==> src/rtl/vid_pixel_fifo.sv <==
// Pixel word FIFO between the bus fetch engine and the pixel output stage.
// Holds off popping until primed, then pops one word per active pixel.
module vid_pixel_fifo #(
  parameter int DEPTH   = 16,
  parameter int LOWATER = 8,
  parameter int PRIME   = 12
) (
  input  logic                   clk,
  input  logic                   reset,
  input  logic                   flush,
  input  logic                   wr_en,
  input  logic [31:0]            wr_data,
  input  logic                   pix_ce,
  input  logic                   hblank,
  input  logic                   vblank,
  output logic                   full,
  output logic [$clog2(DEPTH):0] level,
  output logic                   fetch_req,
  output logic [7:0]             R,
  output logic [7:0]             G,
  output logic [7:0]             B,
  output logic                   underflow,
  output logic                   overflow
);
  localparam int AW = $clog2(DEPTH);
  localparam int LW = AW + 1;
  localparam logic [LW-1:0] DEPTH_L   = LW'(DEPTH);
  localparam logic [LW-1:0] LOWATER_L = LW'(LOWATER);
  localparam logic [LW-1:0] PRIME_L   = LW'(PRIME);

  typedef enum logic {S_PRIME, S_RUN} state_t;

  state_t        state_q, state_d;
  logic [AW-1:0] wptr_q, wptr_d, rptr_q, rptr_d;
  logic [LW-1:0] level_q, level_d;
  logic [23:0]   rgb_q, rgb_d;
  logic          unf_q, unf_d, ovf_q, ovf_d;
  logic [23:0]   mem_q [DEPTH];
  logic          wr_ok, active, pop;
  logic          unused_hi;

  assign unused_hi = ^wr_data[31:24];

  assign full      = (level_q == DEPTH_L);
  assign level     = level_q;
  assign fetch_req = (level_q <= LOWATER_L) && !flush;
  assign R         = rgb_q[23:16];
  assign G         = rgb_q[15:8];
  assign B         = rgb_q[7:0];
  assign underflow = unf_q;
  assign overflow  = ovf_q;

  // full is taken from the registered level, so a same-cycle pop never frees room
  assign wr_ok  = wr_en && !full && !flush;
  assign active = (state_q == S_RUN) && pix_ce && !hblank && !vblank;
  assign pop    = active && (level_q != '0) && !flush;

  always_comb begin
    state_d = state_q;
    wptr_d  = wptr_q;
    rptr_d  = rptr_q;
    level_d = level_q;
    rgb_d   = rgb_q;
    unf_d   = unf_q;
    ovf_d   = ovf_q;
    if (flush) begin
      state_d = S_PRIME;
      wptr_d  = '0;
      rptr_d  = '0;
      level_d = '0;
      rgb_d   = '0;
      unf_d   = 1'b0;
      ovf_d   = 1'b0;
    end else begin
      wptr_d  = wptr_q + AW'(wr_ok);
      rptr_d  = rptr_q + AW'(pop);
      level_d = level_q + LW'(wr_ok) - LW'(pop);
      if (wr_en && full)
        ovf_d = 1'b1;
      if (active && level_q == '0)
        unf_d = 1'b1;
      if (state_q == S_PRIME)
        rgb_d = '0;
      else if (pix_ce)
        rgb_d = pop ? mem_q[rptr_q] : 24'h0;
      // priming looks at the level including this cycle's write
      if (state_q == S_PRIME && (level_d >= PRIME_L || level_d == DEPTH_L))
        state_d = S_RUN;
    end
  end

  always_ff @(posedge clk or posedge reset) begin
    if (reset) begin
      state_q <= S_PRIME;
      wptr_q  <= '0;
      rptr_q  <= '0;
      level_q <= '0;
      rgb_q   <= '0;
      unf_q   <= 1'b0;
      ovf_q   <= 1'b0;
    end else begin
      state_q <= state_d;
      wptr_q  <= wptr_d;
      rptr_q  <= rptr_d;
      level_q <= level_d;
      rgb_q   <= rgb_d;
      unf_q   <= unf_d;
      ovf_q   <= ovf_d;
    end
  end

  // storage needs no reset: level gates every read
  always_ff @(posedge clk) begin
    if (wr_ok)
      mem_q[wptr_q] <= wr_data[23:0];
  end
endmodule

==> config.mk <==
export PLATFORM = sky130hd
export DESIGN_NAME = vid_pixel_fifo
export DESIGN_NICKNAME = d
export VERILOG_FILES = /design/src/rtl/vid_pixel_fifo.sv
export SDC_FILE = /design/constraint.sdc
export NUM_CORES = 1
export LEC_CHECK = 0
export CAP_MARGIN = 20
export CORE_ASPECT_RATIO = 0.7
export CORE_MARGIN = 4
export CORE_UTILIZATION = 45
export CTS_BUF_LIST = sky130_fd_sc_hd__clkbuf_2
export DETAILED_ROUTE_END_ITERATION = 7
export HOLD_SLACK_MARGIN = 0.03
export PLACE_DENSITY = 0.67
export SETUP_SLACK_MARGIN = 0.02
export SLEW_MARGIN = 20
export SYNTH_ARGS = -nofsm -noshare
export SYNTH_HDL_FRONTEND = slang
export SYNTH_SLANG_ARGS = --single-unit
export TNS_END_PERCENT = 100
==> constraint.sdc <==
create_clock -name clk -period 5.6 [get_ports clk]
set_input_delay 0.84 -clock clk [delete_from_list [all_inputs] [get_ports clk]]
set_output_delay 0.84 -clock clk [all_outputs]
set_load 0.05 [all_outputs]
==> run_results.csv <==
group,metric,value,unit
outcome,status,"completed",
placed_design,post-dp-hpwl,17500,um
timing,fmax,249,MHz
power,total_leakage_power,6.11,nW
grt,antenna_found_initial,4,
timing,finalSetupViolCount,0,
critical_path,ff2ff_setup_slack,2.05,ns
cells_and_area,drive_gt1_frac,0.300,
routing,routed_wirelength,33000,um
timing,maxSlewViolCount,0,
cells_and_area,syn2layout_area_growth,13.0,%
routing,drt_iter0_markers,630,
timing,setup_tns,0,ns
cells_and_area,utilization,0.515,
power,p_per_area,316,nW/um^2
cells_and_area,fin_nets,932,
synthesis,yosys-top-cells-area,"edfxtp_1 (71%), mux4_2 (13%), dfrtp_1 (6.1%)",
placed_design,placed_area,17600,sq um
synthesis,ys_async_sr_fraction,0.0943,
cts,cts_buffers,95,
grt,grt-ovfl-total,0,
floorplan,start_util,0.456,
synthesis,synth_edf_count,384,
grt,grt_pass1_vias,8126,
cells_and_area,multiInputGateArea,3680,sq um
floorplan,io_pins,72,
cells_and_area,nFillCells,2934,
cts,cts-htree-levels,3,
critical_path,endpoint_kind,"output pin",
floorplan,fp.dieH,167,um
routing,drc,0,
worst_hold_path,hold_class,"in -> async",
floorplan,die_area,39500,sq um
synthesis,netlist_instances,744,
cts,cts-root-buf,"clkbuf_2",
placed_design,port_buffers,63,
routing,dr.pass1.iters,5,
job,cap_viol_max_count,0,
routing,drtAntennaViolNets,0,
routing,vias,7701,
placed_design,place.gp.congestion,0.727,
synthesis,syn_area,16300,sq um
floorplan,chipWidth,236,um
critical_path,crit_required,4.76,ns
routing,routedWlPerCell,23.0,um
timing,slew_headroom,0.299,
synthesis,yosysTopAreaCellShare,0.706,
cts,post-cts-setup-buffers,0,
synthesis,synthFlopType,"edfxtp_1",
cts,clock_sinks,424,
synthesis,synth.largest_area_cell,"edfxtp_1",
timing,worst_pin_slew,1.05,ns
synthesis,ys_seq_area_frac,0.767,
critical_path,r2r-end,"state_q",
critical_path,worstReg2RegStart,"level[2]",
timing,min_period,4.02,ns
power,peakVddDrop,220,uV
critical_path,start_kind,"flop",
synthesis,syn-num-nets,796,
critical_path,arrival,3.18,ns
timing,final-hold-violation-count,0,
synthesis,yosysWarnings,0,
cts,holdBufCountCts,0,
critical_path,rr_worst_depth,12,
routing,viasPerCell,5.36,
grt,grt_pass1_wl,50900,um
cts,clockBufferDepth,3,
synthesis,ys_types,40,
cts,path_clk_slew,0.11,ns
grt,grt_max_degree,57,
synthesis,ys_ff_latch,424,
cells_and_area,seq_area,12500,sq um
timing,final.setup_skew,0.0868,ns
floorplan,fp-row-count,58,
critical_path,path_class,"reg -> out",
timing,rsz0062_at_grt,"no",
floorplan,core_area,35800,sq um
cts,cts_tree,"built",
synthesis,avgSynthCellArea,22.0,sq um
cts,cts_resized,0,
cells_and_area,postLayoutCellArea,18500,sq um
cts,clk_latency,1.01,ns
critical_path,worst-path-max-fanout,3,
grt,grtUsageTotal,0.172,
timing,finalCritPeriodShare,0.718,
==> sequential cells by signal, summed over array words and instances (netlist names) <==
register / flops
mem_q: 384
rgb_q: 24
level: 5
rptr_q: 4
wptr_q: 4
overflow: 1
state_q: 1
underflow: 1
==> layout make-up <==
type	instances	area share
diodes	2	0.000271
inverters	9	0.00183
flip-flops and latches	424	0.680
clock buffers	144	0.0391
repair buffers	77	0.0405
clock inverters	27	0.00671
well taps	480	0.0325
multi-input cells	273	0.199
==> placed cells by master (no fill, tap or decap), types with 3 or more instances in the layout <==
master           Yosys  routed
a21o_1              25      25
a21oi_1              3       3
buf_4                0      13
clkbuf_2             1     144
clkdlybuf4s50_1      0      63
clkinv_1             0      19
clkinvlp_4           0       4
dfrtp_1             40      37
edfxtp_1           384     384
ha_1                12      12
inv_1                9       8
mux2i_1             48      48
mux4_2              96      96
nand2_1              3       3
nand3_1              3       3
nor2_1              22      10
nor2_4               0      12
nor2b_1              6       6
nor3_2               0       4
o22ai_1             24      24
xnor2_1              3       3
xor2_1               4       4
==> worst max-delay path by stage <==
| stage | end | slack (ns) | cells after the start | start |
|---|---|---|---|---|
| after CTS | full | 1.45 | 4 | level[2] |
| final | full | 1.58 | 4 | level[2] |
| after floorplan | state_q | 0.90 | 12 | level[2] |
| after detailed placement | state_q | 1.14 | 10 | flush |
| after global placement | state_q | 1.24 | 10 | flush |
| after global routing | full | 1.26 | 4 | level[2] |
==> worst max-delay path: stages, from the launching register on <==
cell,delay [ns]
dfrtp_1,0.42
inv_1,0.11
ha_1,0.19
nor4bb_1,0.54
clkdlybuf4s50_1,0.93
==> cells in the mapped netlist, types with 2 or more instances <==
master / number
ha_1: 12
a21oi_1: 3
buf_2: 19
nor2b_1: 6
nand3_1: 3
nand3b_1: 2
mux2i_1: 48
dfrtp_1: 40
xnor2_1: 3
o22ai_1: 24
nor3_1: 4
xor2_1: 4
nand2b_1: 2
inv_1: 9
a21o_1: 25
edfxtp_1: 384
nand2_1: 3
clkbuf_1: 12
mux4_2: 96
nor2_1: 22
buf_6: 4
==> logic make-up after synthesis <==
group           synth area share
simple gates              0.0184
xor+xnor                 0.00375
compound gates            0.0236
flops                      0.767
fa+ha+maj                 0.0104
mux                        0.162
buf+inv                   0.0149
==> through the flow <==
step	power [W]	std cells	setup WS (ns)	hold WS, ns
after detailed placement	0.00405	1263	1.14	0.466
after CTS	0.00591	1434	1.45	0.202
after global routing	0.00614	1436	1.26	0.220
after floorplan	0.00386	744	0.903	0.541
final	0.00584	1436	1.58	0.302
after global placement	0.00403	1263	1.24	0.459
==> layer usage <==
layer	global-route usage	wire length (um)	vias to the layer above
met1	0.250	15100	4004
met3	0.0505	2000	43
met4	0.0444	427	4
li1	-	-	3432
met2	0.260	15400	218
met5	0	20	-
==> power by group <==
part / leakage [nW] / internal (W) / switching [W]
sequential: 4.01 / 0.00350 / 0.0000287
clock: 0.645 / 0.000687 / 0.00118
combinational: 1.46 / 0.000170 / 0.000278
total: 6.11 / 0.00436 / 0.00148
No activity file was read; power rests on OpenSTA's default activity.
